`config.mk`:
```
export PLATFORM = sky130hd
export DESIGN_NAME = uart_rx_frontend
export DESIGN_NICKNAME = d
export VERILOG_FILES = /design/src/rtl/uart_defs.sv /design/src/rtl/uart_baud_tick.sv /design/src/rtl/uart_rx_frontend.sv
export SDC_FILE = /design/constraint.sdc
export NUM_CORES = 1
export LEC_CHECK = 0
export ABC_AREA = 1
export BUFFER_PORTS_ARGS = -buffer_cell sky130_fd_sc_hd__buf_2
export CAP_MARGIN = 30
export CORE_ASPECT_RATIO = 1.5
export CORE_MARGIN = 8
export CORE_UTILIZATION = 54
export CTS_CLUSTER_DIAMETER = 60
export CTS_CLUSTER_SIZE = 8
export DETAILED_ROUTE_END_ITERATION = 8
export PLACE_DENSITY = 0.75
export SETUP_SLACK_MARGIN = 0.1
export SLEW_MARGIN = 20
export SYNTH_ARGS = -nofsm -noshare
export SYNTH_HDL_FRONTEND = slang
export SYNTH_SLANG_ARGS = --single-unit
```
`constraint.sdc`:
```
create_clock -name clk -period 1.6 [get_ports clk]
set_input_delay 0.24 -clock clk [delete_from_list [all_inputs] [get_ports clk]]
set_output_delay 0.24 -clock clk [all_outputs]
set_load 0.02 [all_outputs]
```
`src/rtl/uart_defs.sv`:
```
// Shared constants for the UART receive front end: FSM state codes, parity modes,
// oversampling geometry and small helpers used by the receiver and its tick generator.
package uart_defs;

  localparam int OVERSAMPLE = 16;
  localparam int TICK_W     = $clog2(OVERSAMPLE);

  // Ticks within a bit whose samples vote on the bit value.
  localparam logic [TICK_W-1:0] SMP_A = TICK_W'(7);
  localparam logic [TICK_W-1:0] SMP_B = TICK_W'(8);
  localparam logic [TICK_W-1:0] SMP_C = TICK_W'(9);

  localparam logic [2:0] ST_IDLE      = 3'd0;
  localparam logic [2:0] ST_START     = 3'd1;
  localparam logic [2:0] ST_DATA      = 3'd2;
  localparam logic [2:0] ST_PARITY    = 3'd3;
  localparam logic [2:0] ST_STOP      = 3'd4;
  localparam logic [2:0] ST_WAIT_IDLE = 3'd5;

  localparam int PAR_NONE = 0;
  localparam int PAR_ODD  = 1;
  localparam int PAR_EVEN = 2;

  typedef struct packed {
    logic valid;
    logic frame;
    logic parity;
    logic brk;
  } rx_status_t;

  // Clocks per oversample tick, rounded to nearest; never below 1.
  function automatic int baud_div(input int clk_freq, input int baud);
    int d;
    d = (clk_freq + (baud * OVERSAMPLE) / 2) / (baud * OVERSAMPLE);
    return (d < 1) ? 1 : d;
  endfunction

  function automatic logic maj3(input logic a, input logic b, input logic c);
    return (a & b) | (a & c) | (b & c);
  endfunction

endpackage

```
`src/rtl/uart_baud_tick.sv`:
```
// Oversample tick generator: one-clock pulse every DIV clocks, re-phased by restart_i.
module uart_baud_tick #(
  parameter int DIV = 27
) (
  input  logic clk,
  input  logic reset,
  input  logic restart_i,
  output logic tick_o
);

  localparam int CW = (DIV > 1) ? $clog2(DIV) : 1;

  logic [CW-1:0] cnt_q, cnt_d;

  always_comb begin
    tick_o = (cnt_q == CW'(DIV - 1));
    if (restart_i || tick_o) cnt_d = '0;
    else                     cnt_d = cnt_q + CW'(1);
  end

  always_ff @(posedge clk or negedge reset) begin
    if (!reset) cnt_q <= '0;
    else        cnt_q <= cnt_d;
  end

endmodule

```
`src/rtl/uart_rx_frontend.sv`:
```
// UART receiver: synchronizes the line, oversamples 16x with 2-of-3 voting per bit,
// and reports good bytes or frame/parity/break errors as single-cycle strobes.
module uart_rx_frontend
  import uart_defs::*;
#(
  parameter int CLK_FREQ = 50000000,
  parameter int BAUD     = 115200,
  parameter int PARITY   = 0,
  parameter int STOPBITS = 1
) (
  input  logic       clk,
  input  logic       reset,
  input  logic       enable,
  input  logic       uart_rxd,
  output logic       rx_data_valid,
  output logic [7:0] rx_data,
  output logic       frame_err,
  output logic       parity_err,
  output logic       break_det,
  output logic       busy
);

  localparam int   DIV       = baud_div(CLK_FREQ, BAUD);
  localparam logic LAST_STOP = (STOPBITS == 2);

  logic              rxd_s1_q, rxd_s2_q, rxd_prev_q;
  logic [2:0]        state_q, state_d;
  logic [TICK_W-1:0] tick_cnt_q, tick_cnt_d;
  logic [TICK_W-1:0] hi_cnt_q, hi_cnt_d;
  logic [2:0]        bit_idx_q, bit_idx_d;
  logic              stop_idx_q, stop_idx_d;
  logic [1:0]        samp_q, samp_d;
  logic [7:0]        shreg_q, shreg_d;
  logic [7:0]        rx_data_q, rx_data_d;
  logic              par_bad_q, par_bad_d;
  logic              stop_bad_q, stop_bad_d;
  rx_status_t        status_q, status_d;

  logic tick, start_edge, restart, bit_val, bit_done, par_exp, stop_bad_now;

  always_ff @(posedge clk or negedge reset) begin
    if (!reset) begin
      rxd_s1_q   <= 1'b1;
      rxd_s2_q   <= 1'b1;
      rxd_prev_q <= 1'b1;
    end else begin
      rxd_s1_q   <= uart_rxd;
      rxd_s2_q   <= rxd_s1_q;
      rxd_prev_q <= rxd_s2_q;
    end
  end

  assign start_edge   = rxd_prev_q & ~rxd_s2_q;
  assign restart      = (state_q == ST_IDLE) & enable & start_edge;
  assign bit_val      = maj3(samp_q[0], samp_q[1], rxd_s2_q);
  assign bit_done     = tick & (tick_cnt_q == SMP_C);
  assign par_exp      = (PARITY == PAR_ODD) ? ~(^shreg_q) : ^shreg_q;
  assign stop_bad_now = stop_bad_q | ~bit_val;

  uart_baud_tick #(.DIV(DIV)) u_tick (
    .clk       (clk),
    .reset     (reset),
    .restart_i (restart),
    .tick_o    (tick)
  );

  always_comb begin
    state_d    = state_q;
    tick_cnt_d = tick_cnt_q;
    hi_cnt_d   = hi_cnt_q;
    bit_idx_d  = bit_idx_q;
    stop_idx_d = stop_idx_q;
    samp_d     = samp_q;
    shreg_d    = shreg_q;
    rx_data_d  = rx_data_q;
    par_bad_d  = par_bad_q;
    stop_bad_d = stop_bad_q;
    status_d   = '0;

    if (state_q != ST_IDLE && !enable) begin
      state_d = ST_IDLE;
    end else begin
      if (state_q != ST_IDLE && tick) begin
        tick_cnt_d = tick_cnt_q + TICK_W'(1);
        if (tick_cnt_q == SMP_A) samp_d[0] = rxd_s2_q;
        if (tick_cnt_q == SMP_B) samp_d[1] = rxd_s2_q;
      end
      // Bit decisions land on the third vote; the tick phase keeps running
      // across bits, so the next decision is exactly 16 ticks later.
      case (state_q)
        ST_IDLE: begin
          if (enable && start_edge) begin
            state_d    = ST_START;
            tick_cnt_d = '0;
            bit_idx_d  = '0;
            stop_idx_d = 1'b0;
            par_bad_d  = 1'b0;
            stop_bad_d = 1'b0;
          end
        end
        ST_START: if (bit_done) state_d = bit_val ? ST_IDLE : ST_DATA;
        ST_DATA: begin
          if (bit_done) begin
            shreg_d   = {bit_val, shreg_q[7:1]};
            bit_idx_d = bit_idx_q + 3'd1;
            if (bit_idx_q == 3'd7) state_d = (PARITY != PAR_NONE) ? ST_PARITY : ST_STOP;
          end
        end
        ST_PARITY: begin
          if (bit_done) begin
            par_bad_d = (bit_val != par_exp);
            state_d   = ST_STOP;
          end
        end
        ST_STOP: begin
          if (bit_done) begin
            stop_bad_d = stop_bad_now;
            if (stop_idx_q == LAST_STOP) begin
              if (stop_bad_now) begin
                status_d.frame  = 1'b1;
                status_d.brk    = (shreg_q == 8'h00);
                status_d.parity = par_bad_q;
                hi_cnt_d        = '0;
                state_d         = ST_WAIT_IDLE;
              end else if (par_bad_q) begin
                status_d.parity = 1'b1;
                state_d         = ST_IDLE;
              end else begin
                status_d.valid = 1'b1;
                rx_data_d      = shreg_q;
                state_d        = ST_IDLE;
              end
            end else begin
              stop_idx_d = 1'b1;
            end
          end
        end
        ST_WAIT_IDLE: begin
          if (tick) begin
            if (!rxd_s2_q)                                 hi_cnt_d = '0;
            else if (hi_cnt_q == TICK_W'(OVERSAMPLE - 1)) state_d  = ST_IDLE;
            else                                           hi_cnt_d = hi_cnt_q + TICK_W'(1);
          end
        end
        default: state_d = ST_IDLE;
      endcase
    end
  end

  always_ff @(posedge clk or negedge reset) begin
    if (!reset) begin
      state_q    <= ST_IDLE;
      tick_cnt_q <= '0;
      hi_cnt_q   <= '0;
      bit_idx_q  <= '0;
      stop_idx_q <= 1'b0;
      samp_q     <= '0;
      shreg_q    <= '0;
      rx_data_q  <= '0;
      par_bad_q  <= 1'b0;
      stop_bad_q <= 1'b0;
      status_q   <= '0;
    end else begin
      state_q    <= state_d;
      tick_cnt_q <= tick_cnt_d;
      hi_cnt_q   <= hi_cnt_d;
      bit_idx_q  <= bit_idx_d;
      stop_idx_q <= stop_idx_d;
      samp_q     <= samp_d;
      shreg_q    <= shreg_d;
      rx_data_q  <= rx_data_d;
      par_bad_q  <= par_bad_d;
      stop_bad_q <= stop_bad_d;
      status_q   <= status_d;
    end
  end

  assign rx_data_valid = status_q.valid;
  assign frame_err     = status_q.frame;
  assign parity_err    = status_q.parity;
  assign break_det     = status_q.brk;
  assign rx_data       = rx_data_q;
  assign busy          = (state_q != ST_IDLE);

endmodule

```
# ---- Yosys cells after proc, flatten, opt, wreduce, memory -nomap -nowiden
# Cells that the tools add are included.
dict set report op_classes {
  addsub 4
  n_eq_ne 30
  n_mux 46
  bitwise 16
  n_reduce_logical 22
}
# operator count
set op_table {}
lappend op_table {{$mux 4} 13}
lappend op_table {{$mux 3} 14}
lappend op_table {{$ne 3x3->1 const B} 10}
lappend op_table {{$pmux 3 s6} 1}
lappend op_table {{$eq 4x4->1 const B} 3}
lappend op_table {{$ne 2x2->1 const B} 6}
lappend op_table {{$reduce_and 4->1} 3}
lappend op_table {{$mux 1} 11}
lappend op_table {{$reduce_and 10->1} 1}
lappend op_table {{$eq 3x3->1 const B} 3}
lappend op_table {{$reduce_and 3->1} 3}
lappend op_table {{$add 4x1->4 const B} 2}
lappend op_table {{$logic_not 8->1} 1}
lappend op_table {{$pmux 4 s2} 1}
lappend op_table {{$reduce_bool 2->1} 4}
lappend op_table {{$reduce_xor 8->1} 1}
lappend op_table {{$and 1x1->1} 7}
lappend op_table {{$reduce_and 7->1} 1}
lappend op_table {{$eq 3x2->1 const B} 2}
lappend op_table {{$not 1->1} 6}
lappend op_table {{$pmux 1 s2} 3}
lappend op_table {{$pmux 3 s2} 1}
lappend op_table {{$reduce_and 6->1} 1}
lappend op_table {{$add 5x1->5 const B} 1}
lappend op_table {{other kinds (15)} 19}
dict set report word_totals {
  regBits 47
  input_bits 4
  output_inout_bits 13
  wordCells 137
}

# ---- Logic depth before layout (Yosys ltp)
# Gate-level depths: netlist of the first run.
dict set report depth {
  word_depth 10
  mapped_depth 11
}

# ---- Hierarchy
# From an unflattened synthesis of the first run, not the netlist that was laid out.
dict set report hier_totals {
  cells_unflattened 280
  hier_area_um2 2398.6
}
# module instances cells_per_inst area_each_um2 seq_area_each_um2
set by_module_without_submodules {}
lappend by_module_without_submodules {uart_rx_frontend 1 249 2138.3 1029.7}
lappend by_module_without_submodules {uart_baud_tick 1 31 260.2 125.1}

# ---- Worst setup path before layout of the first run
# No wires, ideal clock.
dict set report synth_timing {
  path_type {flip-flop to flip-flop}
  startpoint {register u_tick.cnt_q[0]}
  endpoint {register rx_data_q[6], in the netlist rx_data[6]}
  t_arrival_ns 1.444
  slack_ns 0.037
  path_stages_with_launch 11
  path_buffers 1
  synth_period_minus_slack_ns 1.563
  cell_sequence {dfrtp_1 > inv_1 > ha_1 > nand2_1 > nor2_4 > nand2_2 > nor2_4 > nand3_4 > buf_6 > nand2_1 > o21ai_2}
}
dict set report synth_via {
  elab_chain_cells 3
}
# item line
set synth_lines {}
lappend synth_lines {{from (decl)} uart_baud_tick.sv:13} ;# logic [CW-1:0] cnt_q, cnt_d;
lappend synth_lines {{from (signal assigned)} uart_baud_tick.sv:23} ;# else cnt_q <= cnt_d;
lappend synth_lines {{$eq 5x5->1} uart_baud_tick.sv:16} ;# tick_o = (cnt_q == CW'(DIV - 1));
lappend synth_lines {{$and 1x1->1} uart_rx_frontend.sv:56} ;# assign bit_done = tick & (tick_cnt_q == SMP_C);
lappend synth_lines {{$reduce_and 6->1 (no line)} n/a}
lappend synth_lines {{to (signal assigned)} uart_rx_frontend.sv:171} ;# rx_data_q <= rx_data_d;
lappend synth_lines {{to (decl)} uart_rx_frontend.sv:34} ;# logic [7:0] rx_data_q, rx_data_d;
# No other way between the ends.
# A chain may end at the register's enable or synchronous reset.

# ---- Final worst setup path of the first run
dict set report layout_timing {
  startpoint {register tick_cnt_q[1]}
  endpoint {register state_q[1]}
}
dict set report layout_via {
  elab_chain_cells 4
}
# item line
set layout_lines {}
lappend layout_lines {{from (decl)} uart_rx_frontend.sv:28} ;# logic [TICK_W-1:0] tick_cnt_q, tick_cnt_d;
lappend layout_lines {{from (signal assigned)} uart_rx_frontend.sv:165} ;# tick_cnt_q <= tick_cnt_d;
lappend layout_lines {{$eq 4x4->1 (*)} uart_rx_frontend.sv:56}
lappend layout_lines {{$and 1x1->1 (*)} uart_rx_frontend.sv:56}
lappend layout_lines {{$ne 3x3->1 (no line)} n/a}
lappend layout_lines {{$reduce_and 10->1 (no line) (*)} n/a}
lappend layout_lines {{to (signal assigned)} uart_rx_frontend.sv:164} ;# state_q <= state_d;
lappend layout_lines {{to (decl)} uart_rx_frontend.sv:27} ;# logic [2:0] state_q, state_d;
# Every way passes the cells marked *; elsewhere a longest branch is shown, timed or not.

==> impl_metrics.toml, run 1 <==
[final_layout]
antennaDiodeCount = 0
final_nets = 335
final_common_cell = "nand2_1"
nFillCells = 301
utilization = 0.7144
mostFrequentLayoutCells = "56 x nand2_1, 41 x dfrtp_1, 28 x buf_4"
finalInstanceArea_mm2 = 0.003033
drive_gt1_frac = 0.3813
synthToLayoutAreaGrowth_pct = 26.45
fin_cells = 366

[die]
io_pins = 17
coreArea_mm2 = 0.004245
die_h_um = 97.63
die_w_um = 70.42
die_area_mm2 = 0.006874
initial_core_util = 0.5650
rows = 29

[routing]
vias_per_cell = 5.350
antenna_left = 0
post_drt_wl_per_cell_um = 15.12
dr.pass1.iters = 4
routed_wl_mm = 5.533
drt_iter0_markers = 102
num_vias = 1958
drc = 0

[timing]
finClkSkew_ns = 0.009349
whs_ns = 0.03080
tightest_slew_ns = 0.3835
period_share = 0.9905
drv_slew = 0
setup_viol = 0
setup_slack_ns = 0.01521
slew_headroom = 0.7435
hold_viol = 0
grt_setup_unrepaired = "true"
min_period_ns = 1.585
fmax_mhz = 631.0

[power]
combPwrFrac = 0.386
vdd_drop_max_mv = 1.030
power.switching_mw = 1.464
seq_power_share = 0.388
clkPwrFrac = 0.226
p_leak_nw = 1.438
internal_power_mw = 2.384
power.density_mw_per_mm2 = 1269
switching_share = 0.3805

[min_path]
hold_end = "rxd_s1_q$_DFF_PN1_"
min_delay_path_depth = 1
hp-start = "uart_rxd"
hold_class = "in2reg"

[global_route]
global_route.peak_usage_layer = "met2"
globalRouteMet3Util = 0.03885
met1_usage = 0.1588
grt.total_usage = 0.1583
grt_max_degree = 20
grt_util_met2 = 0.2825
antenna_found_initial = 0
overflow = 0
grt_pass1_wl_mm = 8.873
grt_pass1_vias = 1984

[synth]
yosysUniqueCellTypes = 28
yosys.area.top_type = "dfrtp_1"
synth_cells = 265
avgSynthCellArea_um2 = 9.051
syn_nets = 281
netlist.area_leader.share = 0.4486
ys_seq_elements = 46
ys_warn_count = 0
yosysSeqAreaShare = 0.4815
synth_area_leaders = "dfrtp_1 45%, nand2_1 11%, ha_1 6.3%, o21ai_2 6.2%, inv_1 4.4%"
syn_area_mm2 = 0.002399

[place]
post-place-ws_ns = -0.01968
dp.cells = 346
gp_congestion = 0.8693
dp_hpwl_mm = 3.758
io_buffers = 16
place_area_mm2 = 0.002698

[critical_path]
crit_type = "reg2reg"
cp_slowest_stage_delay_ns = 0.40
worst_r2r_endpoint = "state_q[1]$_DFFE_PN0P_"
worstSetupStartpointType = "register"
r2r_cells = 12
crit_slowest_cell = "dfrtp_1"
worstPathCellList = "inv_2, ha_1, inv_1, nor2_4, nand2_4, buf_4, nand2_1, nand3_2, nand2_2, nand2_2, nand2_1, nand2_1"
crit_path_end_kind = "register"
cp_max_fo = 4
cp.buffers_inverters = 3
cp_common_cell = "nand2_1"
cp_top_family = "simple AND/OR/NAND/NOR gates"
worst_ep_arrival_time_ns = 1.77
rrSetupSlack_ns = 0.02
crit_required_ns = 1.79
r2r_start = "tick_cnt_q[1]$_DFFE_PN0N_"

[clock_tree]
clock_path_buffers = 2
h-tree-depth = 2
numCtsBuffers = 5
clkSlewWorstSetupHoldPaths_ns = 0.09
ctsRootBufferMaster = "clkbuf_8"
cts_tree = "done"
cts.sink_count = 46
insertion_delay_ns = 0.30

[outcome]
outcome = "complete, no violations"

[run]
maxCapViolCount = 0
-- worst max-delay path by stage --
stage / startpoint / end / cells past startpoint
global placement: hi_cnt_q[0]$_DFFE_PN0P_ / state_q[1]$_DFFE_PN0P_ / 10
floorplan: u_tick.cnt_q[0]$_DFF_PN0_ / rx_data[6]$_DFFE_PN0P_ / 10
detailed placement: u_tick.cnt_q[0]$_DFF_PN0_ / rx_data[2]$_DFFE_PN0P_ / 9
CTS: u_tick.cnt_q[0]$_DFF_PN0_ / rx_data[0]$_DFFE_PN0P_ / 8
global route: state_q[1]$_DFFE_PN0P_ / rx_data[0]$_DFFE_PN0P_ / 7
finish: tick_cnt_q[1]$_DFFE_PN0N_ / state_q[1]$_DFFE_PN0P_ / 12
-- synth_stat cells, drive strengths merged --
master  number
xor2         4
nor4         1
o31ai        1
nor2        25
dfrtp       43
nand4        5
ha          12
inv         30
xnor2        4
nand3       17
buf          3
nand3b       2
or2          1
a21oi        6
nand2       72
o21ai       28
dfstp        3
nor3         8
-- through the flow --
stage	power, mW	setup TNS (ns)
after global routing	4.087	-0.6543
final	3.848	0
after CTS	3.640	0
after floorplan	2.321	0
after detailed placement	2.729	-0.02665
after global placement	2.692	0
-- power groups by stage --
stage	Sequential (mW)	Combinational [mW]	Clock, mW
after global routing	1.51	1.64	0.935
final	1.49	1.48	0.871
after floorplan	1.47	0.855	0
after global placement	1.49	1.20	0
after detailed placement	1.50	1.23	0
after CTS	1.48	1.26	0.895
-- registers in the layout (all words and copies together), names as in the netlist --
| register | flops |
|---|---|
| frame_err | 1 |
| rx_data_valid | 1 |
| tick_cnt_q | 4 |
| parity_err | 1 |
| hi_cnt_q | 4 |
| rxd_s1_q | 1 |
| shreg_q | 8 |
| state_q | 3 |
| rxd_prev_q | 1 |
| break_det | 1 |
| rx_data | 8 |
| bit_idx_q | 3 |
| stop_bad_q | 1 |
| samp_q | 2 |
| u_tick.cnt_q | 5 |
| par_bad_q | 1 |
| rxd_s2_q | 1 |
-- cells by family (layout without fill, tap and decap cells) --
group,after synthesis,count (layout),share of synthesized area
AOI/OAI and AO/OA,35,35,0.1080
DFF,46,46,0.4815
xor gates and xnor gates,8,8,0.02921
and+or+nand+nor,131,133,0.2577
adders and majority gates,12,12,0.06260
buffers and inverters,33,86,0.06103
-- layer usage --
layer | share of wire | wire length (µm)
met5 | 0 | 0
met3 | 0.038 | 212
met1 | 0.37 | 2066
met2 | 0.55 | 3025
met4 | 0.041 | 229
-- repair_timing --
action / in CTS / in global routing
pin swaps: 2 / 6
buffers inserted: 1 / 8
setup endpoints to repair: 23 / 42
endpoints found under the hold margin: 15 / 0
hold buffers: 1 / 0
gates resized for setup: 10 / 29
cloned: 2 / 0
-- area by class of cell --
class | count | area, µm² | area share
clock inverter | 3 | 43.79 | 0.01444
multi-input combinational | 188 | 1250 | 0.4121
clock buffer | 5 | 68.82 | 0.02269
tap | 46 | 57.56 | 0.01898
sequential | 46 | 1157 | 0.3816
inverter | 30 | 112.6 | 0.03713
timing repair buffer | 48 | 342.8 | 0.1130
-- worst register-to-register path, delay by kind of cell, from the launching register on --
kind,cells,cell delay [ns]
flops,1,0.40
simple gates,8,0.65
buf+inv,3,0.28
fa+ha+maj,1,0.15
Power figures use the tool's default switching activity.
==> run 2, diff against run 1 <==
--- a/config.mk
+++ b/config.mk
@@ -5,16 +5,15 @@
 export SDC_FILE = /design/constraint.sdc
 export NUM_CORES = 1
 export LEC_CHECK = 0
-export ABC_AREA = 1
 export BUFFER_PORTS_ARGS = -buffer_cell sky130_fd_sc_hd__buf_2
 export CAP_MARGIN = 30
 export CORE_ASPECT_RATIO = 1.5
 export CORE_MARGIN = 8
-export CORE_UTILIZATION = 54
+export CORE_UTILIZATION = 35
 export CTS_CLUSTER_DIAMETER = 60
 export CTS_CLUSTER_SIZE = 8
 export DETAILED_ROUTE_END_ITERATION = 8
-export PLACE_DENSITY = 0.75
+export PLACE_DENSITY = 0.53
 export SETUP_SLACK_MARGIN = 0.1
 export SLEW_MARGIN = 20
 export SYNTH_ARGS = -nofsm -noshare
==> run 2 against run 1 <==
- critical path depth fell by 5
- largest power group unchanged
- the run now ends with setup timing left
- critical path type unchanged
- cell area rose by 6.0%
- highest routed layer unchanged
- sequential power fell by 15%
==> impl_metrics.toml, run 2 <==
[power]
combPwrFrac = 0.174
internal_power_mw = 1.935
vdd_drop_max_mv = 0.7886
power.density_mw_per_mm2 = 809.1
seq_power_share = 0.488
switching_share = 0.2562
p_leak_nw = 1.541
clkPwrFrac = 0.337
power.switching_mw = 0.6667

[run]
maxCapViolCount = 0

[global_route]
overflow = 0
grt_pass1_wl_mm = 9.190
antenna_found_initial = 0
grt_pass1_vias = 1900
grt_max_degree = 47
grt.total_usage = 0.1240

[die]
die_w_um = 82.01
initial_core_util = 0.3576
coreArea_mm2 = 0.006396
die_h_um = 115.0
die_area_mm2 = 0.009431
io_pins = 17
rows = 36

[clock_tree]
insertion_delay_ns = 0.30
ctsRootBufferMaster = "clkbuf_8"
cts_tree = "done"
clkSlewWorstSetupHoldPaths_ns = 0.08
h-tree-depth = 2
cts.sink_count = 46
clock_path_buffers = 2
numCtsBuffers = 5

[outcome]
outcome = "complete, but fails checks"
violations = "setup timing"

[synth]
netlist.area_leader.share = 0.4705
synth_mux_area_frac = 0.07713
ys_seq_elements = 46
yosys.area.top_type = "dfrtp_1"
synth-main-ff-cell = "dfrtp_1"
syn_area_mm2 = 0.002287
yosysUniqueCellTypes = 45
syn_nets = 227
synth_fa_ha_area_frac = 0.07057
synth_commonest_cells = "43 x dfrtp_1, 22 x inv_1, 16 x nand2_1, 13 x mux2_2"
synth-simple-area-share = 0.1723
yosysSeqAreaShare = 0.5049
yosysMostFrequentCell = "dfrtp_1"
synth_top_family_by_area = "simple AND/OR/NAND/NOR gates"
synth_edf_count = 0
synth_compound_area_frac = 0.09847
avgSynthCellArea_um2 = 10.84
synth_area_leaders = "dfrtp_1 47%, ha_1 6.6%, mux2_2 6.4%, inv_1 3.6%, dfstp_2 3.4%"
synth_cells = 211
synth_xor_area_frac = 0.03063
ys_warn_count = 0
ys_async_sr_fraction = 1.000

[timing]
grt_setup_unrepaired = "true"
hold_viol = 0
finClkSkew_ns = 0.009711
tightest_slew_ns = 0.3667
min_period_ns = 1.768
fmax_mhz = 565.7
setup_slack_ns = -0.1678
slew_headroom = 0.7541
period_share = 1.105
setup_viol = 30
drv_slew = 0

[min_path]
hp-start = "uart_rxd"
hold_class = "in2reg"
hold_end = "rxd_s1_q$_DFF_PN1_"
min_delay_path_depth = 1

[place]
place_area_mm2 = 0.002835
dp_hpwl_mm = 3.854
io_buffers = 16
post-place-ws_ns = -0.1982
gp_congestion = 0.8129
dp.cells = 341

[final_layout]
antennaDiodeCount = 0
synthToLayoutAreaGrowth_pct = 40.59
finalInstanceArea_mm2 = 0.003216
multi_input_area_mm2 = 0.001176
drive_gt1_frac = 0.4231
fin_cells = 362
mostFrequentLayoutCells = "43 x dfrtp_1, 41 x buf_4, 20 x inv_1"
nFillCells = 607
seqCellArea_mm2 = 0.001155
final_nets = 301
final_common_cell = "dfrtp_1"

[routing]
vias_per_cell = 4.936
post_drt_wl_per_cell_um = 14.90
num_vias = 1787
dr.pass1.iters = 4
drt_iter0_markers = 104
drc = 0
antenna_left = 0
routed_wl_mm = 5.395

[critical_path]
r2r_start = "u_tick.cnt_q[0]$_DFF_PN0_"
crit_required_ns = 1.79
worst_r2r_endpoint = "rx_data[6]$_DFFE_PN0P_"
crit_path_end_kind = "register"
worst_ep_arrival_time_ns = 1.96
r2r_cells = 7
cp_max_fo = 9
crit_start = "u_tick.cnt_q[0]$_DFF_PN0_"
worstSetupStartpointType = "register"
rrSetupSlack_ns = -0.17
crit_type = "reg2reg"
-- run 2: cell types whose count changed after synthesis, moves of 4 or more --
cell	before	now
nand3_1	15	11
o21ai_2	17	0
nand2_2	4	0
nor3_1	7	2
nor2_4	4	0
nor2_1	18	12
inv_1	28	22
nand2_1	68	16
mux2_2	0	13
-- run 2: per-layer routing --
layer  vias to the layer above  track usage  routed length [µm]
met5                         -            0                   0
met4                         0      0.05294                 123
met3                         8      0.02582                 129
met2                        22       0.2141                2918
met1                       867       0.1416                2224
li1                        890            -                   -
-- run 2: area by class of cell --
cell class,count,area share
inverter,22,0.02568
multi-input combinational,138,0.3658
tap,76,0.02957
clock buffer,6,0.02257
timing repair buffer,72,0.1856
clock inverter,2,0.01167
sequential,46,0.3591
-- run 2: worst max path at each step --
stage                                        end  slack [ns]  cells past startpoint
after global placement    rx_data[4]$_DFFE_PN0P_       -0.16                      7
final                     rx_data[6]$_DFFE_PN0P_       -0.17                      7
after CTS                 rx_data[7]$_DFFE_PN0P_       -0.18                      7
after detailed placement  rx_data[3]$_DFFE_PN0P_       -0.20                      7
after global routing       samp_q[0]$_DFFE_PN0P_       -0.28                      7
after floorplan           rx_data[0]$_DFFE_PN0P_       -0.20                      7
-- run 2: cell families (layout without fill, tap and decap cells) --
kind of cell	count (synthesis)	count (layout)
compound gates	33	33
simple gates	68	68
xor+xnor	8	8
buf+inv	27	102
mux	16	16
fa+ha+maj	13	13
flops	46	46
-- run 2: through the flow --
stage | total power, mW | utilization | hold slack (ns) | TNS (ns)
floorplan | 1.475 | - | -0.05559 | -1.876
global placement | 1.688 | 0.4433 | 0.2407 | -1.975
detailed placement | 1.690 | 0.4433 | 0.2385 | -2.896
CTS | 2.621 | 0.4902 | 0.02890 | -2.326
global route | 2.739 | 0.5027 | 0.02059 | -6.738
finish | 2.602 | 0.5027 | 0.03576 | -3.077
-- run 2: critical path, cell delays in order (launching register included) --
cell and delay [ns]:
dfrtp_1 0.39, inv_1 0.06, ha_1 0.15, and4b_2 0.29
nand4_4 0.13, nor3_4 0.16, buf_12 0.15, mux2_2 0.33
-- run 2: power by group through the flow --
stage / combinational, mW / sequential, mW / clock, mW
final: 0.454 / 1.27 / 0.877
after global routing: 0.507 / 1.28 / 0.950
after CTS: 0.446 / 1.27 / 0.905
after detailed placement: 0.398 / 1.29 / 0
after global placement: 0.397 / 1.29 / 0
after floorplan: 0.169 / 1.31 / 0
-- run 2: timing repair --
item / CTS / global route
resized for setup: 29 / 9
pin swaps: 7 / 7
endpoints found under the setup margin: 39 / 42
hold buffers: 1 / 0
hold endpoints to repair: 43 / 0
gates cloned: 0 / 0
buffers inserted: 7 / 5
==> run 3, diff against run 2 <==
--- a/config.mk
+++ b/config.mk
@@ -5,6 +5,7 @@
 export SDC_FILE = /design/constraint.sdc
 export NUM_CORES = 1
 export LEC_CHECK = 0
+export ABC_AREA = 1
 export BUFFER_PORTS_ARGS = -buffer_cell sky130_fd_sc_hd__buf_2
 export CAP_MARGIN = 30
 export CORE_ASPECT_RATIO = 1.5
@@ -13,7 +14,6 @@
 export CTS_CLUSTER_DIAMETER = 60
 export CTS_CLUSTER_SIZE = 8
 export DETAILED_ROUTE_END_ITERATION = 8
-export PLACE_DENSITY = 0.53
 export SETUP_SLACK_MARGIN = 0.1
 export SLEW_MARGIN = 20
 export SYNTH_ARGS = -nofsm -noshare
==> run 3 against run 2 <==
- the run now ends clean
- combinational power grew to 2.9 times the previous value
- flip-flop and latch count stayed put
- final cell count is 9.1% higher
- register-to-register slack better by 0.21 ns
- critical path depth is 3 higher
- sequential share of layout area is 2.7 points higher
==> impl_metrics.toml, run 3 (synthesized netlist as in run 1, its figures left out) <==
[final_layout]
utilization = 0.4437
mostFrequentLayoutCells = "62 x nand2_1, 41 x dfrtp_1, 27 x inv_1"
nFillCells = 646
drive_gt1_frac = 0.3312
seqCellArea_mm2 = 0.001157
final_common_cell = "nand2_1"
synthToLayoutAreaGrowth_pct = 25.04
antennaDiodeCount = 0
final_nets = 332
multi_input_area_mm2 = 0.001196

[die]
die_w_um = 83.59
coreArea_mm2 = 0.006759
die_h_um = 117.4
initial_core_util = 0.3549
die_area_mm2 = 0.009812
io_pins = 17
rows = 37

[outcome]
outcome = "complete, no violations"

[global_route]
grt_max_degree = 29
grt_pass1_wl_mm = 8.776
grt_pass1_vias = 1943
overflow = 0
antenna_found_initial = 0
grt.total_usage = 0.1062

[timing]
setup_viol = 0
tightest_slew_ns = 0.4935
hold_viol = 0
grt_setup_unrepaired = "true"
period_share = 0.9767
slew_headroom = 0.6710
drv_slew = 0
setup_slack_ns = 0.03722
setup_tns_ns = 0
min_period_ns = 1.563
finClkSkew_ns = 0.007190
fmax_mhz = 639.9

[clock_tree]
cts_tree = "done"
h-tree-depth = 2
cts.sink_count = 46
clock_path_buffers = 2
clkSlewWorstSetupHoldPaths_ns = 0.08
ctsRootBufferMaster = "clkbuf_8"
numCtsBuffers = 5
insertion_delay_ns = 0.30

[critical_path]
crit_required_ns = 1.84
crit_path_end_kind = "register"
worst_ep_arrival_time_ns = 1.80
crit_type = "reg2reg"
worstSetupStartpointType = "register"
cp_max_fo = 5

[place]
dp_hpwl_mm = 3.652
gp_congestion = 0.8598
io_buffers = 16
post-place-ws_ns = -0.02581

[power]
power.density_mw_per_mm2 = 1217
p_leak_nw = 1.412
vdd_drop_max_mv = 0.5541

[routing]
dr.pass1.iters = 4
drc = 0
routed_wl_mm = 5.030
vias_per_cell = 4.737
antenna_left = 0
num_vias = 1871
post_drt_wl_per_cell_um = 12.73
drt_iter0_markers = 62

[min_path]
hold_class = "in2reg"

[run]
maxCapViolCount = 0
==> run 3: path summary, 6_finish.rpt <==
| kind | startpoint | endpoint | slack [ns] | cells past startpoint |
|---|---|---|---|---|
| worst max-delay path | u_tick.cnt_q[0]$_DFF_PN0_ | par_bad_q$_DFFE_PN0P_ | 0.04 | 10 |
| worst min-delay path | uart_rxd | rxd_s1_q$_DFF_PN1_ | 0.04 | 1 |
| worst max register to register | u_tick.cnt_q[0]$_DFF_PN0_ | par_bad_q$_DFFE_PN0P_ | 0.04 | 10 |
| worst min register to register | rxd_s1_q$_DFF_PN1_ | rxd_s2_q$_DFF_PN1_ | 0.36 | 0 |
| max in group asynchronous | reset | rxd_prev_q$_DFF_PN1_ | 0.58 | 3 |
| min in group asynchronous | reset | samp_q[0]$_DFFE_PN0P_ | 0.44 | 2 |
==> run 3: power breakdown <==
group	total [mW]	internal, mW	switching [mW]
registers	1.48	1.33	0.148
clock network	0.846	0.468	0.378
logic	1.33	0.523	0.804
==> run 3: timing repair <==
item	CTS	global route
gates resized for setup	7	14
buffers inserted	1	6
pin swaps	1	6
hold buffers	1	0
cloned	2	0
endpoints found under the hold margin	18	0
endpoints found under the setup margin	25	44
==> run 3: cell type report <==
cell class              instances  share of cell area
clock buffers                   7             0.02545
clock inverters                 1             0.01001
inverters                      30             0.03755
multi-input cells             188              0.3988
flip-flops and latches         46              0.3859
well taps                      78             0.03254
repair buffers                 45              0.1097
==> run 3: per-layer routing <==
layer | routed length (µm) | GRT usage | part of all wire | vias up
met3 | 134 | 0.02147 | 0.027 | 7
met4 | 89 | 0.04230 | 0.018 | 0
met5 | 0 | 0 | 0 | -
met1 | 2091 | 0.1142 | 0.42 | 882
li1 | - | - | - | 958
met2 | 2715 | 0.1942 | 0.54 | 24
==> run 3: worst max-delay path, cell delays in order, from the launching register on <==
cell      delay (ns)
dfrtp_1         0.38
inv_1           0.06
ha_2            0.18
nand2_2         0.07
nor2_4          0.11
nand2_4         0.09
nor2_4          0.21
buf_4           0.16
nand2_1         0.04
nand3b_1        0.15
nand2_1         0.06
==> run 3: per-stage QoR <==
stage	total power, mW	hold slack [ns]	cells	cell area (µm²)
5_1_grt	3.924	0.02131	395	2999
2_1_floorplan	2.321	-0.05559	265	2416
3_3_place_gp	2.652	0.2248	377	2743
6_report	3.650	0.03702	395	2999
4_1_cts	3.565	0.02500	389	2910
3_5_place_dp	2.670	0.2324	377	2743
